<file path="config.mk">
export PLATFORM = sky130hd
export DESIGN_NAME = mskaes_128bits_round_ctrl
export DESIGN_NICKNAME = d
export VERILOG_FILES = /design/src/rtl/mskaes_128bits_round_ctrl_pkg.sv /design/src/rtl/mskaes_rcon_gen.sv /design/src/rtl/mskaes_128bits_round_ctrl.sv
export SDC_FILE = /design/constraint.sdc
export NUM_CORES = 1
export LEC_CHECK = 0
export ABC_CLOCK_PERIOD_IN_PS = 2400
export CAP_MARGIN = 30
export CELL_PAD_IN_SITES_DETAIL_PLACEMENT = 1
export CELL_PAD_IN_SITES_GLOBAL_PLACEMENT = 1
export CORE_UTILIZATION = 38
export CTS_CLUSTER_SIZE = 8
export DETAILED_ROUTE_END_ITERATION = 7
export GPL_ROUTABILITY_DRIVEN = 0
export GPL_TIMING_DRIVEN = 0
export PLACE_DENSITY = 0.76
export SKIP_LAST_GASP = 1
export SLEW_MARGIN = 20
export SYNTH_ARGS = -nofsm -noshare
export SYNTH_HDL_FRONTEND = slang
export SYNTH_SLANG_ARGS = --single-unit
</file>
<file path="constraint.sdc">
create_clock -name clk -period 2.4 [get_ports clk]
set_input_delay 0.36 -clock clk [delete_from_list [all_inputs] [get_ports clk]]
set_output_delay 0.36 -clock clk [all_outputs]
set_load 0.1 [all_outputs]
</file>
<file path="src/rtl/mskaes_128bits_round_ctrl_pkg.sv">
// Shared definitions for the masked AES-128 round controller: FSM encoding,
// round count, round-constant seed/reduction polynomial and counter sizing.
package mskaes_128bits_round_ctrl_pkg;

  typedef enum logic [1:0] {
    ST_IDLE  = 2'd0,
    ST_ROUND = 2'd1,
    ST_FINAL = 2'd2,
    ST_CLEAN = 2'd3
  } state_e;

  localparam int         NROUNDS   = 10;
  localparam logic [7:0] RCON_INIT = 8'h01;
  localparam logic [7:0] RCON_POLY = 8'h1B;

  // Bits needed for a down/up counter spanning 0..n-1 (never narrower than 1).
  function automatic int cnt_w(input int n);
    return (n <= 2) ? 1 : $clog2(n);
  endfunction

endpackage

</file>
<file path="src/rtl/mskaes_rcon_gen.sv">
// AES key-schedule round constant register: loads 0x01, advances by xtime.
module mskaes_rcon_gen
  import mskaes_128bits_round_ctrl_pkg::*;
(
  input  logic       clk,
  input  logic       rst_n,
  input  logic       i_load,
  input  logic       i_adv,
  output logic [7:0] o_rcon
);

  logic [7:0] r_rcon;
  logic [7:0] w_xtime;

  // Multiply by x in GF(2^8), reducing by the AES polynomial on overflow.
  assign w_xtime = {r_rcon[6:0], 1'b0} ^ (r_rcon[7] ? RCON_POLY : 8'h00);

  always_ff @(posedge clk or negedge rst_n) begin
    if (!rst_n) begin
      r_rcon <= RCON_INIT;
    end else if (i_load) begin
      r_rcon <= RCON_INIT;
    end else if (i_adv) begin
      r_rcon <= w_xtime;
    end
  end

  assign o_rcon = r_rcon;

endmodule

</file>
<file path="src/rtl/mskaes_128bits_round_ctrl.sv">
// Round sequencer for a masked AES-128 datapath: accepts a block, paces ten
// pipelined rounds, holds the result until taken, then zeroes the pipeline.
module mskaes_128bits_round_ctrl #(
  parameter int d       = 2,
  parameter int LATENCY = 4,
  parameter int NROUNDS = mskaes_128bits_round_ctrl_pkg::NROUNDS
) (
  input  logic       clk,
  input  logic       rst_n,
  input  logic       in_valid,
  output logic       in_ready,
  output logic       out_valid,
  input  logic       out_ready,
  output logic       sel_init,
  output logic       state_en,
  output logic       key_en,
  output logic       last_round,
  output logic       cleaning_on,
  output logic [7:0] rcon,
  output logic       busy
);

  import mskaes_128bits_round_ctrl_pkg::*;

  // Share count only matters to the datapath; reject nonsensical builds early.
  if (d < 1 || LATENCY < 1 || LATENCY > 15 || NROUNDS != 10) begin : g_bad_param
    $error("mskaes_128bits_round_ctrl: illegal parameter set");
  end

  localparam int                 LAT_W    = cnt_w(LATENCY);
  localparam int                 RND_W    = cnt_w(NROUNDS + 1);
  localparam logic [LAT_W-1:0]   LAT_MAX  = LAT_W'(LATENCY - 1);
  localparam logic [RND_W-1:0]   RND_LAST = RND_W'(NROUNDS - 1);

  state_e           r_state;
  state_e           w_state_nxt;
  logic [LAT_W-1:0] r_lat_cnt;
  logic [RND_W-1:0] r_round_cnt;
  logic             w_lat_zero;
  logic             w_is_last;
  logic             w_rcon_load;
  logic             w_rcon_adv;
  logic             w_en;

  assign w_lat_zero = (r_lat_cnt == '0);
  assign w_is_last  = (r_round_cnt == RND_LAST);

  always_ff @(posedge clk or negedge rst_n) begin
    if (!rst_n) begin
      r_state <= ST_IDLE;
    end else begin
      r_state <= w_state_nxt;
    end
  end

  always_comb begin
    w_state_nxt = r_state;
    unique case (r_state)
      ST_IDLE:  if (in_valid)               w_state_nxt = ST_ROUND;
      ST_ROUND: if (w_lat_zero && w_is_last) w_state_nxt = ST_FINAL;
      ST_FINAL: if (out_ready)              w_state_nxt = ST_CLEAN;
      ST_CLEAN: if (w_lat_zero)             w_state_nxt = ST_IDLE;
      default:                              w_state_nxt = ST_IDLE;
    endcase
  end

  // lat_cnt paces both the round pipeline and the cleaning sweep.
  always_ff @(posedge clk or negedge rst_n) begin
    if (!rst_n) begin
      r_lat_cnt   <= '0;
      r_round_cnt <= '0;
    end else begin
      unique case (r_state)
        ST_IDLE: begin
          if (in_valid) begin
            r_lat_cnt   <= LAT_MAX;
            r_round_cnt <= '0;
          end
        end
        ST_ROUND: begin
          if (w_lat_zero) begin
            r_lat_cnt   <= LAT_MAX;
            r_round_cnt <= r_round_cnt + 1'b1;
          end else begin
            r_lat_cnt <= r_lat_cnt - 1'b1;
          end
        end
        ST_FINAL: begin
          if (out_ready) r_lat_cnt <= LAT_MAX;
        end
        ST_CLEAN: begin
          if (!w_lat_zero) r_lat_cnt <= r_lat_cnt - 1'b1;
        end
        default: r_lat_cnt <= '0;
      endcase
    end
  end

  always_comb begin
    in_ready    = 1'b0;
    out_valid   = 1'b0;
    sel_init    = 1'b0;
    w_en        = 1'b0;
    last_round  = 1'b0;
    cleaning_on = 1'b0;
    busy        = 1'b1;
    w_rcon_load = 1'b0;
    w_rcon_adv  = 1'b0;
    unique case (r_state)
      ST_IDLE: begin
        busy        = 1'b0;
        in_ready    = 1'b1;
        sel_init    = in_valid;
        w_en        = in_valid;
        w_rcon_load = in_valid;
      end
      ST_ROUND: begin
        last_round = w_is_last;
        w_en       = w_lat_zero;
        // rcon stays on the final constant once the last round has been issued.
        w_rcon_adv = w_lat_zero && !w_is_last;
      end
      ST_FINAL: begin
        out_valid = 1'b1;
      end
      ST_CLEAN: begin
        cleaning_on = 1'b1;
        w_en        = w_lat_zero;
      end
      default: busy = 1'b0;
    endcase
  end

  assign state_en = w_en;
  assign key_en   = w_en;

  mskaes_rcon_gen u_rcon_gen (
    .clk    (clk),
    .rst_n  (rst_n),
    .i_load (w_rcon_load),
    .i_adv  (w_rcon_adv),
    .o_rcon (rcon)
  );

endmodule

</file>
==> run metrics <==
gr usage total=0.194; hold crit path type=in -> async; placed insts=152; largest net degree at the start of global routing=17; Hold WS=489 ps; CTS Buf Count=3; Arr. time, crit path=1990 ps; Critical path origin=u_rcon_gen.o_rcon[0]$_DFFE_PN1P_; DRT antenna net count=0; Post-Syn Area=1020 um2; IO Pins=20; setup_tns=0 ps; Fmax=425 MHz; Core Rows=18; Slew HR=0.341; CP Launch Type=flip-flop; worst-path cell chain=clkdlybuf4s50_1; crit path time final=2350 ps; Die H=53.7 um; worst path required time=2040 ps; final WL=2400 um; PortBufs=19; crit-path max cell delay=1130 ps; total gr overflow=0; fill cell count=290; Crit. path cell count=1; Die X=53.7 um; insertion delay to the later sink of the worst-skew pair=300 ps; Worst Tran Pin Value=985 ps; reg-to-reg setup timing slack=420 ps; Max Slew Vio Count=0; root buffer cell=clkbuf_4; vias in the first global route=856; ys flop type=dfrtp_1; Post-synth EDFFs=0; Util after Layout=0.520; synthesized instance count=103; Max-cap violations=0; Core Region=2500 um2; final hold viol count=0; r2r worst-path depth=6; CTS Sinks=16; Avg Cell Area, Syn=9.88 um2; TritonCTS clock tree=yes; clk buf depth=2; Layout Cells excl Fill=156; status=completed; Post-DP HPWL=1790 um; CTS HTree Levels=1; Synth async-reset ratio=1.00; Slowest-stage cell, CP=clkdlybuf4s50_1; Avg WL per Cell=15.4 um; worst-path fanout max=3; Post-CTS Setup Inserts=0; part of the Yosys area used for sequential elements=0.395; Vias=832; Synth Register Bits=16; RR Endpoint=r_state[1]$_DFFE_PN0P_; full die area=2890 um2; RSZ-0062 raised after global routing=yes; Critical Path End Type=output port; initial antenna violation count=0; ratio of cells with drive above 1 in the final layout=0.190; CP endpoint=rcon[0]; first-pass GRT wire length=3950 um; Area Growth Syn to Fin=27.8%; Worst Clk Skew=5.72 ps; Worst path top cell family by delay=buffers and inverters; syn nets=115; period utilisation layout=0.980; Via density=5.33; R2R Path Start=r_state[0]$_DFFE_PN0P_; Post-CTS Hold Buffers=0; clock slew at reported path FFs=110 ps; DRC=0; WP buf/inv=1; Crit Path Category=reg -> out; Initial Util=0.407; number of antenna repair diodes=0; Finish-stage setup viols=0; Yosys cell types=35; Final #Nets=139; first-pass iteration count of the detailed router=5; initial drt markers=19; Ys Warns=0
[final cells by class]
type,count,area [um2],area share
Buffer,5,28.8,0.0221
Clock buffer,4,36.3,0.0279
Inverter,9,33.8,0.0260
Multi-Input combinational cell,73,582,0.448
Sequential cell,16,402,0.309
Tap cell,30,37.5,0.0289
Timing Repair Buffer,19,180,0.139
[cell usage after synthesis, drive strengths merged, types with 2 or more instances]
master,count,share of area
nor2b,2,0.020
buf,4,0.025
nor3,2,0.0098
ha,8,0.098
dfrtp,15,0.37
mux2,2,0.026
mux2i,7,0.069
a211oi,4,0.042
xnor2,3,0.026
nor2,15,0.055
nand2,7,0.026
a222oi,2,0.020
inv,8,0.030
o21ai,5,0.025
o22ai,2,0.012
a22o,2,0.017
[state kept, by name, summed over array words and instances, names as in the netlist]
register           flops
r_state                2
r_lat_cnt              2
r_round_cnt            4
u_rcon_gen.o_rcon      8
[cells in the final DEF, fill, tap and decap left out, drive strengths merged]
cell / synthesis / layout
a222oi: 2 / 2
dfstp: 1 / 1
and2b: 1 / 1
a211oi: 4 / 4
a21o: 1 / 1
or2b: 1 / 1
a21oi: 1 / 1
clkdlybuf4s15: 0 / 2
o41ai: 1 / 1
xnor2: 3 / 3
nor3: 2 / 2
o21ai: 5 / 5
ha: 8 / 8
o22ai: 2 / 2
nand4: 1 / 1
clkinv: 1 / 1
buf: 4 / 7
inv: 8 / 8
dfrtp: 15 / 15
and3: 1 / 1
dlygate4sd2: 0 / 2
mux2i: 7 / 7
clkbuf: 1 / 6
nand4b: 1 / 1
nand3: 1 / 1
nor2: 15 / 15
nor2b: 2 / 2
mux2: 2 / 2
or2: 1 / 1
nand3b: 1 / 1
a22o: 2 / 2
clkdlybuf4s50: 0 / 11
and4: 1 / 1
nand2: 7 / 7
[what timing repair did]
| action | in CTS | in global routing |
|---|---|---|
| setup endpoints to repair | 8 | 5 |
| resized for setup | 26 | 6 |
| gates cloned | 0 | 0 |
[cells by family (layout without fill, tap and decap cells)]
family / after synthesis / in the layout / synth area share
adder cells (fa/ha/maj): 8 / 8 / 0.0984
AND/OR/NAND/NOR: 35 / 35 / 0.188
buffers and inverters: 14 / 37 / 0.0615
AO/OA/AOI/OAI: 18 / 18 / 0.137
flip-flops: 16 / 16 / 0.395
multiplexers: 9 / 9 / 0.0947
XOR/XNOR: 3 / 3 / 0.0258
[through the flow]
step | setup slack [ps] | cell area (um2)
after floorplan | -188 | 1050
after global placement | -515 | 1270
after detailed placement | -524 | 1270
after CTS | -139 | 1290
after global routing | -50.8 | 1300
final | 47.6 | 1300
[layer usage]
metal,vias to the layer above,track usage,wire length [um]
li1,399,-,-
met1,411,0.250,1060
met2,18,0.323,1220
met3,4,0.0367,89
met4,0,0.0658,24
met5,-,0,0
[worst min path at each step]
| stage | cells after the start | startpoint | end | slack, ps |
|---|---|---|---|---|
| after floorplan | 0 | rst_n | r_lat_cnt[0]$_DFFE_PN0P_ | 60 |
| after global placement | 2 | u_rcon_gen.o_rcon[5]$_DFFE_PN0P_ | u_rcon_gen.o_rcon[5]$_DFFE_PN0P_ | 530 |
| after detailed placement | 2 | u_rcon_gen.o_rcon[1]$_DFFE_PN0P_ | u_rcon_gen.o_rcon[2]$_DFFE_PN0P_ | 560 |
| after CTS | 1 | rst_n | r_round_cnt[2]$_DFFE_PN0P_ | 520 |
| after global routing | 1 | rst_n | r_round_cnt[2]$_DFFE_PN0P_ | 570 |
| final | 1 | rst_n | r_round_cnt[2]$_DFFE_PN0P_ | 490 |
Power is not shown: default switching activity piles up to over one toggle a cycle in this logic, so the estimate is an artifact.
